===== config.mk =====
export PLATFORM = sky130hd
export DESIGN_NAME = control_sequencer
export DESIGN_NICKNAME = d
export VERILOG_FILES = /design/src/rtl/control_sequencer.sv
export SDC_FILE = /design/constraint.sdc
export NUM_CORES = 1
export LEC_CHECK = 0
export BUFFER_PORTS_ARGS = -buffer_cell sky130_fd_sc_hd__buf_2
export CAP_MARGIN = 15
export CORE_AREA = 3 3 74 76
export CTS_CLUSTER_SIZE = 24
export DETAILED_ROUTE_END_ITERATION = 10
export DIE_AREA = 0 0 77 79
export GPL_TIMING_DRIVEN = 0
export PLACE_DENSITY = 0.71
export SYNTH_ARGS = -nofsm -noshare
export SYNTH_HDL_FRONTEND = slang
export SYNTH_SLANG_ARGS = --single-unit

===== constraint.sdc =====
create_clock -name clk -period 3.5 [get_ports clk]
set_input_delay 0.175 -clock clk [delete_from_list [all_inputs] [get_ports clk]]
set_output_delay 0.175 -clock clk [all_outputs]
set_load 0.01 [all_outputs]

===== src/rtl/control_sequencer.sv =====
// Hardwired control unit for the single-bus datapath: sequences fetch (T0..T2)
// and class-dependent execute steps (T3..T6), with a retired-instruction counter.
module control_sequencer #(
    parameter int CNT_W = 16
) (
    input  logic             clk,
    input  logic             clr,
    input  logic             run,
    input  logic             mem_rdy,
    input  logic [31:0]      ir,
    output logic [15:0]      R_rd,
    output logic [15:0]      R_wrt,
    output logic             PC_out,
    output logic             MDR_out,
    output logic             Zlo_out,
    output logic             Zhi_out,
    output logic             MAR_rd,
    output logic             PC_rd,
    output logic             MDR_rd,
    output logic             IR_rd,
    output logic             Y_rd,
    output logic             Zlo_rd,
    output logic             Zhi_rd,
    output logic             LO_rd,
    output logic             HI_rd,
    output logic             IncPC,
    output logic             Read,
    output logic [4:0]       op_sel,
    output logic             busy,
    output logic             halted,
    output logic             illegal,
    output logic [CNT_W-1:0] instr_cnt
);

    typedef enum logic [3:0] {
        S_IDLE, S_T0, S_T1, S_T2, S_T3, S_T4, S_T5, S_T6, S_HALT
    } state_t;

    typedef enum logic [2:0] {
        C_3REG, C_MULDIV, C_2REG, C_NOP, C_HALT, C_ILL
    } class_t;

    state_t state, state_n;
    class_t op_class;

    logic [4:0]  opcode;
    logic [15:0] ra_hot, rb_hot, rc_hot;
    logic        cnt_inc, set_ill, done;
    logic        unused_ir_bits;

    assign opcode         = ir[31:27];
    assign ra_hot         = 16'h0001 << ir[26:23];
    assign rb_hot         = 16'h0001 << ir[22:19];
    assign rc_hot         = 16'h0001 << ir[18:15];
    assign unused_ir_bits = ^ir[14:0];

    always_comb begin
        op_class = C_ILL;
        if (opcode >= 5'd3 && opcode <= 5'd12)        op_class = C_3REG;
        else if (opcode == 5'd15 || opcode == 5'd16)  op_class = C_MULDIV;
        else if (opcode == 5'd17 || opcode == 5'd18)  op_class = C_2REG;
        else if (opcode == 5'd26)                     op_class = C_NOP;
        else if (opcode == 5'd27)                     op_class = C_HALT;
    end

    always_ff @(posedge clk or posedge clr) begin
        if (clr) begin
            state     <= S_IDLE;
            instr_cnt <= '0;
            illegal   <= 1'b0;
        end else begin
            state <= state_n;
            if (cnt_inc)
                instr_cnt <= instr_cnt + {{(CNT_W-1){1'b0}}, 1'b1};
            if (set_ill)
                illegal <= 1'b1;
        end
    end

    assign busy   = (state != S_IDLE) && (state != S_HALT);
    assign halted = (state == S_HALT);

    // Execute steps depend on ir only from T3 on; ir is stable by then.
    always_comb begin
        state_n = state;
        done    = 1'b0;
        cnt_inc = 1'b0;
        set_ill = 1'b0;
        R_rd    = '0;
        R_wrt   = '0;
        PC_out  = 1'b0;
        MDR_out = 1'b0;
        Zlo_out = 1'b0;
        Zhi_out = 1'b0;
        MAR_rd  = 1'b0;
        PC_rd   = 1'b0;
        MDR_rd  = 1'b0;
        IR_rd   = 1'b0;
        Y_rd    = 1'b0;
        Zlo_rd  = 1'b0;
        Zhi_rd  = 1'b0;
        LO_rd   = 1'b0;
        HI_rd   = 1'b0;
        IncPC   = 1'b0;
        Read    = 1'b0;
        op_sel  = '0;

        case (state)
            S_IDLE: begin
                if (run)
                    state_n = S_T0;
            end
            S_T0: begin
                PC_out  = 1'b1;
                MAR_rd  = 1'b1;
                IncPC   = 1'b1;
                Zlo_rd  = 1'b1;
                state_n = S_T1;
            end
            S_T1: begin
                Zlo_out = 1'b1;
                Read    = 1'b1;
                MDR_rd  = 1'b1;
                if (mem_rdy) begin
                    PC_rd   = 1'b1;
                    state_n = S_T2;
                end
            end
            S_T2: begin
                MDR_out = 1'b1;
                IR_rd   = 1'b1;
                state_n = S_T3;
            end
            S_T3: begin
                case (op_class)
                    C_3REG, C_MULDIV: begin
                        R_wrt   = rb_hot;
                        Y_rd    = 1'b1;
                        state_n = S_T4;
                    end
                    C_2REG: begin
                        R_wrt   = rb_hot;
                        op_sel  = opcode;
                        Zlo_rd  = 1'b1;
                        state_n = S_T4;
                    end
                    C_HALT: begin
                        cnt_inc = 1'b1;
                        state_n = S_HALT;
                    end
                    C_NOP: done = 1'b1;
                    default: begin
                        set_ill = 1'b1;
                        done    = 1'b1;
                    end
                endcase
            end
            S_T4: begin
                case (op_class)
                    C_3REG, C_MULDIV: begin
                        R_wrt   = rc_hot;
                        op_sel  = opcode;
                        Zlo_rd  = 1'b1;
                        Zhi_rd  = (op_class == C_MULDIV);
                        state_n = S_T5;
                    end
                    C_2REG: begin
                        Zlo_out = 1'b1;
                        R_rd    = ra_hot;
                        done    = 1'b1;
                    end
                    default: state_n = S_IDLE;
                endcase
            end
            S_T5: begin
                case (op_class)
                    C_3REG: begin
                        Zlo_out = 1'b1;
                        R_rd    = ra_hot;
                        done    = 1'b1;
                    end
                    C_MULDIV: begin
                        Zlo_out = 1'b1;
                        LO_rd   = 1'b1;
                        state_n = S_T6;
                    end
                    default: state_n = S_IDLE;
                endcase
            end
            S_T6: begin
                Zhi_out = 1'b1;
                HI_rd   = 1'b1;
                done    = 1'b1;
            end
            S_HALT: state_n = S_HALT;
            default: state_n = S_IDLE;
        endcase

        // run is looked at only when an instruction retires.
        if (done) begin
            cnt_inc = 1'b1;
            state_n = run ? S_T0 : S_IDLE;
        end
    end

endmodule


-- Word-level counts from Yosys, hierarchy flattened
Index checks and enable logic that the tools add are counted.
- equality and inequality tests: 25
- multiply operators: 0
- divide/modulo/power cells: 0
- shift operators: 3
- bitwise gates (word level): 0
- order comparisons: 2
- reductions and logical operators: 12
- mux-type cells: 45
- add/sub/neg operators: 1
- operator list (kind ; count):
    two-way mux 16 bit ; 4
    case mux 16 bit (2 select lines) ; 2
    left shift 1 x 4 -> 16 bit (first input constant) ; 3
    case mux 4 bit (9 select lines) ; 1
    == test 5 bit (second input constant) ; 5
    case mux 4 bit (2 select lines) ; 3
    two-way mux 1 bit ; 22
    adder 16 x 1 -> 16 bit (second input constant) ; 1
    == test 4 x 3 -> 1 bit (second input constant) ; 4
    two-way mux 3 bit ; 4
    two-way mux 4 bit ; 3
    inequality test 3 bit (second input constant) ; 4
    two-way mux 5 bit ; 2
    case mux 5 bit (2 select lines) ; 1
    == test 4 x 2 -> 1 bit (second input constant) ; 2
    inequality test 4 bit (second input constant) ; 2
    == test 3 x 2 -> 1 bit (second input constant) ; 2
    case mux 1 bit (3 select lines) ; 2
    AND reduction 6 bit ; 1
    == test 5 x 4 -> 1 bit (second input constant) ; 1
    greater-or-equal comparator 5 x 2 -> 1 bit (second input constant) ; 1
    less-or-equal comparator 5 x 4 -> 1 bit (second input constant) ; 1
    OR reduction 5 bit ; 1
    == test 4 x 1 -> 1 bit (second input constant) ; 1
    other kinds (13) ; 15
- input bits: 36
- memory bits (read-only): 0
- memories: 0
- flip-flop bits (word level): 21
- bits in latches: 0
- logic and storage cells: 91
- bits in writable memories: 0
- output and inout bits: 71

-- Logic depth before layout (Yosys ltp)
Gate-level depths: netlist of run 1.
- word-level depth: 12
- depth in mapped cells: 8
- mapped depth without buffers: 6

-- Worst setup path after synthesis of run 1
Ideal clock, no wire load.
- kind: register to output
- start: register state[3]
- end: output R_wrt[0]
- stages on the path, launching flop included: 6
- data required time: 3.325 ns
- setup slack: 1.545 ns
- path buffers: 1
- arrival: 1.780 ns
- cells stage by stage: dfrtp_1 -> nand2b_4 -> buf_6 -> or3_4 -> or4b_4 -> o22ai_1
- cells in the longest elaborated chain, start to end: 2
- elaborated cells on any way between the ends: 3
- those cells by class: 2 x eq/ne; 1 x mux
- RTL lines (what ; RTL line ; text):
    start, declared ; 43 ; state_t state, state_n;
    start signal, assigned ; 72 ; state <= state_n;
    == test 4 x 3 -> 1 bit ; 108 ; case (state)
    case mux 16 bit (2 select lines) (*) ; 108 ;
    end, declared ; 12 ; output logic [15:0] R_wrt,
Mark *: on every way between the ends. The rest lies on a longest branch, timed or not.

-- Worst setup path in the final report of run 1
Same ends and word-level chain as after synthesis.

==> flow_summary.json, run 1 <==
{
  "synth_top_area_share_pct": 29.6,
  "startpoint": "state[3]$_DFFE_PP0P_",
  "tns_ps": 0,
  "worstReg2RegStart": "state[3]$_DFFE_PP0P_",
  "drive_above_1_share_pct": 39.7,
  "regArea_um2": 526,
  "netlist_top_cells_area": "dfrtp_1 30%, xnor2_1 7.4%, nor2_1 6.4%",
  "maxSlewHeadroom_pct": 48.6,
  "drt-vias-per-instance": 5.21,
  "drv_slew": 0,
  "fin_ws_ps": 1090,
  "report.final.setup_viol": 0,
  "synth_top_flop_cell": "dfrtp_1",
  "worst_slew_pin_slew_ps": 771,
  "cts_buffers": 3,
  "cts.sinks": 21,
  "cts_setup_buffers": 0,
  "crit_chain": "nand2b_4 -> buf_6 -> or3_4 -> or4b_4 -> o22ai_1 -> buf_2",
  "max_freq_mhz": 415,
  "p_total_mw": 1.02,
  "insertion_delay_ps": 260,
  "period_share_pct": 68.9,
  "synth_nets": 254,
  "core_um2": 4790,
  "num_vias": 1966,
  "ir_drop_mv": 0.299,
  "syn_inst": 217,
  "io_pins": 107,
  "multiInputGateArea_um2": 1110,
  "maxCapViolCount": 0,
  "hold_viol_final": 0,
  "drtIter0Drc": 102,
  "drt-wirelength-per-cell_um": 13.3,
  "grt.overflow.total": 0,
  "antenna_cells": 0,
  "critPathTopFamily": "simple AND/OR/NAND/NOR gates",
  "numPortBuffers": 89,
  "grt.total_usage_pct": 15.8,
  "min_period_ps": 2410,
  "place_ws_ps": 1390,
  "start_kind": "register",
  "hold_path_class": "in2async",
  "dieArea_um2": 6080,
  "htree_levels": 1,
  "status": "completed",
  "clk_path_buf_depth": 2,
  "antenna_found_initial": 0,
  "grt_pass1_wl_um": 8050,
  "place.detailed.hpwl_um": 3960,
  "grt_max_degree": 22,
  "synth-edff-count": 0,
  "die_h_um": 79,
  "syn_area_um2": 1770,
  "fin_worst_skew_ps": 5.19,
  "crit_path_end_kind": "output pin",
  "synth_area_leader_cell": "dfrtp_1",
  "stdcell_area_um2": 2350,
  "cts_root_buf": "clkbuf_8",
  "cts_resized": 0,
  "gp_congestion": 0.843,
  "fillers": 477,
  "drcViolationCount": 0,
  "synth-seq-cells": 21,
  "start_util_pct": 37.0,
  "cts.clk_slew.worst_paths_ps": 80,
  "synthArstFlopShare_pct": 100,
  "placementRows": 25,
  "cp_slowest_cell": "or4b_4",
  "yosysWarnings": 0,
  "required_ps": 3320,
  "syn_avg_cell_area_um2": 8.17,
  "p_leak_nw": 1.18,
  "ant_nets": 0,
  "wl_um": 5010,
  "crit_arrival_ps": 2240,
  "cellPowerDensity_nw_per_um2": 434,
  "ys_types": 53,
  "grt_setup_unrepaired": "false",
  "crit_buf_inv": 2,
  "worstPathMaxFanout": 9,
  "grt_pass1_vias": 1724,
  "worstSetupPathType": "reg2out",
  "ys_seq_area_share_pct": 29.6,
  "tritoncts": "built",
  "cts.hold.buffers_added": 0,
  "cp_slowest_stage_delay_ps": 540,
  "fin_nets": 348,
  "syn_to_final_growth_pct": 32.5,
  "place_area_um2": 2300,
  "drtPass1Iterations": 4,
  "die_x_um": 77
}
[registers in the layout (all words and copies together), names as in the netlist]
| name | flops |
|---|---|
| instr_cnt | 16 |
| state | 4 |
| illegal | 1 |
[Yosys cell counts (2+ instances only)]
master and n:
nor2_1 30, dfrtp_1 21, o22ai_1 17, xnor2_1 15, nand2_1 14, nand3_1 10, buf_4 8, inv_1 8
nand4_1 8, a21oi_1 7, and2_1 7, and3_1 5, nand2b_1 5, nand3b_1 4, nor3_1 4, buf_2 3
buf_6 3, mux2_2 3, nor2b_1 3, o21ai_0 3, or3_1 3, a31oi_1 2, nand4b_1 2, or2_2 2
xor2_1 2
[cells by family after synthesis]
| group | after synthesis | synth area share (%) |
|---|---|---|
| xor+xnor | 17 | 8.40 |
| buf+inv | 22 | 7.83 |
| flops | 21 | 29.6 |
| simple gates | 107 | 32.8 |
| compound gates | 45 | 18.1 |
| fa+ha+maj | 1 | 0.706 |
| mux | 4 | 2.47 |
[metal layers]
layer / routed length (µm) / share of wire, % / track usage, %
met5: 0 / 0 / 0
met4: 7 / 0.14 / 2.67
met3: 568 / 11 / 3.85
met2: 2270 / 45 / 26.7
met1: 2160 / 43 / 20.8
[worst register-to-register path: cells and delay by family (launching register included)]
| family | cells | cell delay, ps |
|---|---|---|
| buf+inv | 1 | 130 |
| simple gates | 3 | 760 |
| flops | 1 | 450 |
| compound gates | 2 | 430 |
[report_power, final]
group	internal (mW)	switching [mW]	leakage [nW]	total (mW)
Clock	0.0792	0.0756	0.0255	0.155
Combinational	0.231	0.309	0.876	0.540
Sequential	0.284	0.0402	0.280	0.325
[worst paths after layout]
path / slack [ps] / endpoint / depth (start not counted)
max in group asynchronous: 2970 / illegal$_DFFE_PP0P_ / 2
hold reg to reg: 470 / instr_cnt[15]$_DFFE_PP0P_ / 1
min in group clk: 140 / state[0]$_DFFE_PP0P_ / 3
setup reg to reg: 1600 / state[0]$_DFFE_PP0P_ / 6
setup / recovery: 1090 / R_wrt[0] / 6
hold / removal: 40 / instr_cnt[13]$_DFFE_PP0P_ / 2
[area by class of cell]
class                      instances  share of cell area, %
tap                               67                   3.57
inverter                           8                   1.28
buffer                            14                   4.64
clock buffer                       3                   1.76
timing repair buffer              89                   19.0
multi-input combinational        174                   47.2
sequential                        21                   22.4
clock inverter                     1                  0.213
[cell usage in the layout (no fill, tap or decap), types with 4 or more instances in the layout]
| cell type | instances |
|---|---|
| and2_1 | 7 |
| a21oi_1 | 7 |
| nand3_1 | 10 |
| dfrtp_1 | 21 |
| nand3b_1 | 4 |
| and3_1 | 5 |
| xnor2_1 | 15 |
| nor3_1 | 4 |
| inv_1 | 8 |
| buf_4 | 8 |
| buf_2 | 92 |
| nand2_1 | 14 |
| nand4_1 | 8 |
| o22ai_1 | 17 |
| nand2b_1 | 5 |
| nor2_1 | 30 |
[metrics by stage]
stage	cells	utilization (%)	hold WS, ps
floorplan	217	-	152
global placement	373	48.1	350
detailed placement	373	48.1	357
CTS	377	49.1	72.1
global route	377	49.1	125
finish	377	49.1	44.5
Power figures use the tool's default switching activity.
==> run 2: changes to the inputs <==
--- a/config.mk
+++ b/config.mk
@@ -12,7 +12,7 @@
 export DETAILED_ROUTE_END_ITERATION = 10
 export DIE_AREA = 0 0 77 79
 export GPL_TIMING_DRIVEN = 0
-export PLACE_DENSITY = 0.71
+export PLACE_DENSITY = 0.74
 export SYNTH_ARGS = -nofsm -noshare
 export SYNTH_HDL_FRONTEND = slang
 export SYNTH_SLANG_ARGS = --single-unit
==> constraint.sdc (replaced) <==
create_clock -name clk -period 2.02 [get_ports clk]
set_input_delay 0.101 -clock clk [delete_from_list [all_inputs] [get_ports clk]]
set_output_delay 0.101 -clock clk [all_outputs]
set_load 0.01 [all_outputs]
==> run 2 against run 1 <==
  * The run now ends with negative hold slack, negative setup slack left
  * First-iteration DRC count decreased by 27%
  * Via count increased by 3.1%
  * Non-clock buffer count increased by 5
  * Flip-flop and latch count unchanged
==> flow_summary.json, run 2 (same netlist as run 1, synthesis figures left out) <==
{
  "hold_viol_final": 21,
  "required_ps": 1920,
  "top_register": "instr_cnt",
  "grt_setup_unrepaired": "true",
  "period_share_pct": 106,
  "start_kind": "register",
  "core_um2": 4790,
  "cellPowerDensity_nw_per_um2": 763,
  "antenna_found_initial": 0,
  "min_period_ps": 2150,
  "syn_to_final_growth_pct": 39.2,
  "fin_worst_skew_ps": 1.25,
  "die_x_um": 77,
  "insertion_delay_ps": 260,
  "crit_path_end_kind": "output pin",
  "largestRegisters": "instr_cnt (16), state (4), illegal (1)",
  "placementRows": 25,
  "cts_buffers": 3,
  "antenna_cells": 0,
  "fin_nets": 354,
  "tns_ps": -422,
  "netSwitchingFraction_pct": 42.2,
  "grt_pass1_vias": 1829,
  "drt-wirelength-per-cell_um": 13.9,
  "gp_congestion": 0.859,
  "cts.clk_slew.worst_paths_ps": 80,
  "p_leak_nw": 1.23,
  "dp.cells": 373,
  "drt-vias-per-instance": 5.29,
  "htree_levels": 1,
  "start_util_pct": 37.0,
  "ant_nets": 0,
  "worst_slew_pin_slew_ps": 793,
  "numPortBuffers": 89,
  "p_comb_share_pct": 55.5,
  "maxSlewHeadroom_pct": 47.1,
  "p_seq_share_pct": 30.0,
  "crit_arrival_ps": 2050,
  "worstSetupPathType": "reg2out",
  "hold_path_class": "in2async",
  "clk_path_buf_depth": 2,
  "maxCapViolCount": 0,
  "stdcell_area_um2": 2470,
  "crit_chain": "buf_6 -> or3_4 -> or4b_4 -> o22ai_2 -> buf_2",
  "cts.sinks": 21,
  "p_total_mw": 1.88,
  "drcViolationCount": 0,
  "status": "finished, violations left",
  "tritoncts": "built",
  "stdcell_count": 383,
  "report.final.setup_viol": 5,
  "power_switching_uw": 794,
  "drive_above_1_share_pct": 44.6,
  "violations": "negative hold slack, negative setup slack",
  "grt_max_degree": 22,
  "cts.hold.buffers_added": 0,
  "num_vias": 2027,
  "grt.overflow.total": 0,
  "hold_ws_ps": -20.4,
  "grt_pass1_wl_um": 8670,
  "io_pins": 107,
  "cts_root_buf": "clkbuf_8",
  "place.detailed.hpwl_um": 4040,
  "place_ws_ps": -43.6,
  "wl_um": 5310,
  "cp_slowest_stage_delay_ps": 540,
  "place_area_um2": 2300,
  "intPower_mw": 1.09,
  "largest_reg_flops": 16,
  "final_cell_mix": "90 x buf_2, 28 x nor2_1, 20 x dfrtp_1",
  "final_common_cell": "buf_2",
  "power.share.clock_pct": 14.5,
  "drtIter0Drc": 74,
  "drv_slew": 0,
  "dieArea_um2": 6080,
  "cp_slowest_cell": "or4b_4",
  "drtPass1Iterations": 5,
  "fin_ws_ps": -130,
  "max_freq_mhz": 465,
  "worstPathMaxFanout": 10,
  "grt.total_usage_pct": 17.0,
  "ir_drop_mv": 0.520,
  "die_h_um": 79
}
run 2: metrics by stage:
step / util [%] / hold slack [ps]
floorplan: - / 77.5
CTS: 50.0 / 3.40
detailed placement: 48.1 / 290
global route: 51.6 / 42.6
finish: 51.6 / -20.4
global placement: 48.1 / 287
run 2: repair_timing:
item / CTS / global route
gates resized for setup: 8 / 12
pin swaps: 4 / 3
setup buffers: 3 / 3
gates cloned: 0 / 1
endpoints found under the setup margin: 25 / 35
run 2: critical path: cells and delay by family, from the launching register on:
kind | cells | cell delay (ps)
buf+inv | 2 | 300
simple gates | 2 | 920
compound gates | 1 | 170
flops | 1 | 400
run 2: cell type report:
| cell class | count | area, µm² |
|---|---|---|
| flip-flops and latches | 21 | 527 |
| well taps | 67 | 83.8 |
| clock inverters | 1 | 5.00 |
| inverters | 8 | 30.0 |
| clock buffers | 3 | 41.3 |
| repair buffers | 95 | 490 |
| fillers | 481 | 2320 |
| multi-input cells | 175 | 1180 |
| plain buffers | 13 | 110 |
run 2: path summary, 6_finish.rpt:
path                                       from                         to  slack [ps]  cells after the start
min in group clk                            run       state[0]$_DFFE_PP0P_          70                      3
max reg2reg                state[3]$_DFFE_PP0P_  instr_cnt[11]$_DFFE_PP0P_         240                      7
max                        state[0]$_DFFE_PP0P_                   R_wrt[2]        -130                      5
min reg2reg                 illegal$_DFFE_PP0P_        illegal$_DFFE_PP0P_         460                      1
max in group asynchronous                   clr       state[3]$_DFFE_PP0P_        1490                      2
min                                         clr  instr_cnt[15]$_DFFE_PP0P_         -20                      2
run 2: metal layers:
layer  track usage, %  part of all wire, %
met1             22.6                   43
met2             28.7                   47
met3             4.31                   10
met4             2.67                 0.21
met5                0                    0
run 2: power groups by stage:
stage,sequential (mW),combinational (mW),clock [mW]
finish,0.565,1.04,0.273
global placement,0.564,0.926,0
detailed placement,0.566,0.937,0
global route,0.578,1.16,0.304
floorplan,0.580,0.621,0
CTS,0.560,0.965,0.283
==> run 3: changes to the inputs <==
==> config.mk (replaced) <==
export PLATFORM = sky130hd
export DESIGN_NAME = control_sequencer
export DESIGN_NICKNAME = d
export VERILOG_FILES = /design/src/rtl/control_sequencer.sv
export SDC_FILE = /design/constraint.sdc
export NUM_CORES = 1
export LEC_CHECK = 0
export ABC_AREA = 1
export BUFFER_PORTS_ARGS = -buffer_cell sky130_fd_sc_hd__buf_2
export CAP_MARGIN = 15
export CORE_AREA = 3 3 79 81
export CTS_BUF_LIST = sky130_fd_sc_hd__clkbuf_2
export CTS_CLUSTER_SIZE = 24
export DETAILED_ROUTE_END_ITERATION = 10
export DIE_AREA = 0 0 82 84
export GPL_TIMING_DRIVEN = 0
export PLACE_DENSITY = 0.72
export SYNTH_ARGS = -nofsm -noshare
export SYNTH_HDL_FRONTEND = slang
export SYNTH_SLANG_ARGS = --single-unit
==> run 3 against run 2 <==
  * Cell area up 21%
  * Global-route usage increased by 0.53 points
  * Clock-buffer cell count is the same
  * Flip-flop and latch count unchanged
  * Worst hold slack better by 160 ps
  * Cell count increased by 34%
  * The run ends with negative setup slack left
  * Utilization up 2.4 points
  * Sequential power about the same
  * Highest routed layer unchanged
  * Via count grew 26%
  * Non-clock buffer count up 13
  * Routed wire length rose by 22%
  * Largest cell class unchanged
  * Clock skew rose by 28 ps
==> flow_summary.json, run 3 <==
{
  "status": "finished, violations left",
  "violations": "negative setup slack",
  "gp_congestion": 0.893,
  "synth-seq-cells": 21,
  "grt_pass1_vias": 2284,
  "antenna_cells": 0,
  "drtIter0Drc": 100,
  "grt.total_usage_pct": 17.6,
  "report.final.setup_viol": 13,
  "start_util_pct": 37.3,
  "fin_worst_skew_ps": 29.3,
  "hold_ws_ps": 135,
  "syn_area_um2": 2060,
  "cts.clk_slew.worst_paths_ps": 240,
  "worstPathMaxFanout": 8,
  "worstSetupPathType": "reg2out",
  "maxSlewHeadroom_pct": 45.5,
  "num_vias": 2560,
  "cp_slowest_stage_delay_ps": 470,
  "period_share_pct": 104,
  "tritoncts": "built",
  "wl_um": 6490,
  "synth_common_cells": "75 x nand2_1, 47 x nor2_1, 45 x inv_1, 28 x nand3_1, 27 x nand4_1",
  "placementRows": 27,
  "drt-wirelength-per-cell_um": 12.6,
  "dieArea_um2": 6890,
  "fin_ws_ps": -78.6,
  "antenna_found_initial": 0,
  "clk_path_buf_depth": 2,
  "max_freq_mhz": 477,
  "fin_nets": 480,
  "stdcell_count": 514,
  "ys_seq_area_share_pct": 25.5,
  "syn_avg_cell_area_um2": 6.33,
  "grt_max_degree": 22,
  "synth_nets": 363,
  "synth-adder-area-share_pct": 0.606,
  "min_period_ps": 2100,
  "grt.overflow.total": 0,
  "critPathTopFamily": "simple AND/OR/NAND/NOR gates",
  "drive_above_1_share_pct": 40.3,
  "crit_path_end_kind": "output pin",
  "stdcell_area_um2": 2990,
  "synth_top_area_share_pct": 25.5,
  "die_h_um": 84,
  "dp.cells": 489,
  "crit_chain": "buf_6 -> nor3_4 -> inv_2 -> nor2_4 -> inv_4 -> o21ai_4 -> nand4_1 -> nor2_1 -> buf_2",
  "cp_slowest_cell": "dfrtp_2",
  "synth_area_leader_cell": "dfrtp_1",
  "synthArstFlopShare_pct": 100,
  "syn_to_final_growth_pct": 44.7,
  "die_x_um": 82,
  "drt-vias-per-instance": 4.98,
  "insertion_delay_ps": 340,
  "start_kind": "register",
  "top_register": "instr_cnt",
  "io_pins": 107,
  "synth-edff-count": 0,
  "final_common_cell": "buf_2",
  "synth-xor-area-share_pct": 5.94,
  "core_um2": 5540,
  "hold_viol_final": 0,
  "drtPass1Iterations": 4,
  "cts_buffers": 3,
  "cts_root_buf": "clkbuf_2",
  "largestRegisters": "instr_cnt (16), state (4), illegal (1)",
  "yosysWarnings": 0,
  "htree_levels": 1,
  "syn_inst": 326,
  "synth_compound_area_share_pct": 7.03,
  "synth_most_common_cell": "nand2_1",
  "place_ws_ps": 159,
  "final_cell_mix": "93 x buf_2, 70 x nand2_1, 41 x nor2_1",
  "place_area_um2": 2610,
  "cellPowerDensity_nw_per_um2": 641,
  "synthMuxAreaShare_pct": 0,
  "numPortBuffers": 91,
  "ant_nets": 0,
  "maxCapViolCount": 0,
  "synth_top_family_by_area": "simple AND/OR/NAND/NOR gates",
  "drv_slew": 0,
  "synthSimpleGateAreaFrac_pct": 48.5,
  "largest_reg_flops": 16,
  "crit_arrival_ps": 2000,
  "worst_slew_pin_slew_ps": 817,
  "required_ps": 1920,
  "netlist_top_cells_area": "dfrtp_1 25%, nand2_1 14%, nor2_1 8.5%",
  "crit_buf_inv": 4,
  "grt_setup_unrepaired": "true",
  "p_leak_nw": 1.71,
  "fin_util_pct": 53.9,
  "place.detailed.hpwl_um": 4700,
  "synth_top_flop_cell": "dfrtp_1",
  "hold_path_class": "in2reg",
  "ys_types": 31,
  "grt_pass1_wl_um": 10200,
  "ir_drop_mv": 0.265,
  "cts.sinks": 21,
  "drcViolationCount": 0
}
==> run 3: worst paths after layout <==
check,startpoint,slack (ps),cells after the start,to
setup / recovery,state[1]$_DFFE_PP0P_,-80,9,R_rd[4]
hold / removal,ir[28],130,3,illegal$_DFFE_PP0P_
setup reg to reg,state[3]$_DFFE_PP0P_,120,10,instr_cnt[6]$_DFFE_PP0P_
min in group asynchronous,clr,420,3,state[3]$_DFFE_PP0P_
hold reg to reg,illegal$_DFFE_PP0P_,500,1,illegal$_DFFE_PP0P_
max in group asynchronous,clr,1060,3,state[0]$_DFFE_PP0P_
==> run 3: tightest hold or removal path, stage by stage <==
cell and delay [ps]:
buf_2 120, nand4_1 100, a31o_2 150
==> run 3: final cells by class <==
type	count	area (µm²)
inverter	50	200
multi-input combinational	246	1450
clock inverter	1	5.00
sequential	21	528
buffer	9	70.1
clock buffer	3	15.0
fill	551	2550
tap	72	90.1
timing repair buffer	112	629
==> run 3: repair_timing <==
item,in CTS,in global routing
endpoints found under the hold margin,22,0
resized for setup,15,44
gates cloned,0,0
setup buffers,8,11
pin swaps,8,15
hold buffers,2,0
endpoints found under the setup margin,38,40
==> run 3: per-stage QoR <==
step | TNS [ps] | total power, mW
final | -243 | 1.92
after global routing | -4860 | 2.08
after CTS | -689 | 1.77
after detailed placement | 0 | 1.50
after global placement | 0 | 1.48
after floorplan | 0 | 1.19
==> run 3: cells by family (layout without fill, tap and decap cells) <==
| family | Yosys count | count (layout) |
|---|---|---|
| simple gates | 208 | 208 |
| xor+xnor | 14 | 14 |
| compound gates | 23 | 23 |
| fa+ha+maj | 1 | 1 |
| flops | 21 | 21 |
| buf+inv | 59 | 175 |
==> run 3: report_power, final <==
group / total, mW / leakage [nW] / internal (mW) / switching [mW]
combinational: 1.17 / 1.42 / 0.490 / 0.676
clock: 0.184 / 0.0164 / 0.0449 / 0.139
sequential: 0.565 / 0.279 / 0.492 / 0.0731
total: 1.92 / 1.71 / 1.03 / 0.888
==> run 3: per-layer routing <==
layer  track usage [%]  wire, µm  up-vias  share of wire [%]
li1                  -         -     1309                  -
met1              23.0      2790     1161                 43
met2              30.3      3220       83                 50
met3              2.59       423        7                6.5
met4              3.17        48        0               0.74
met5                 0         0        -                  0
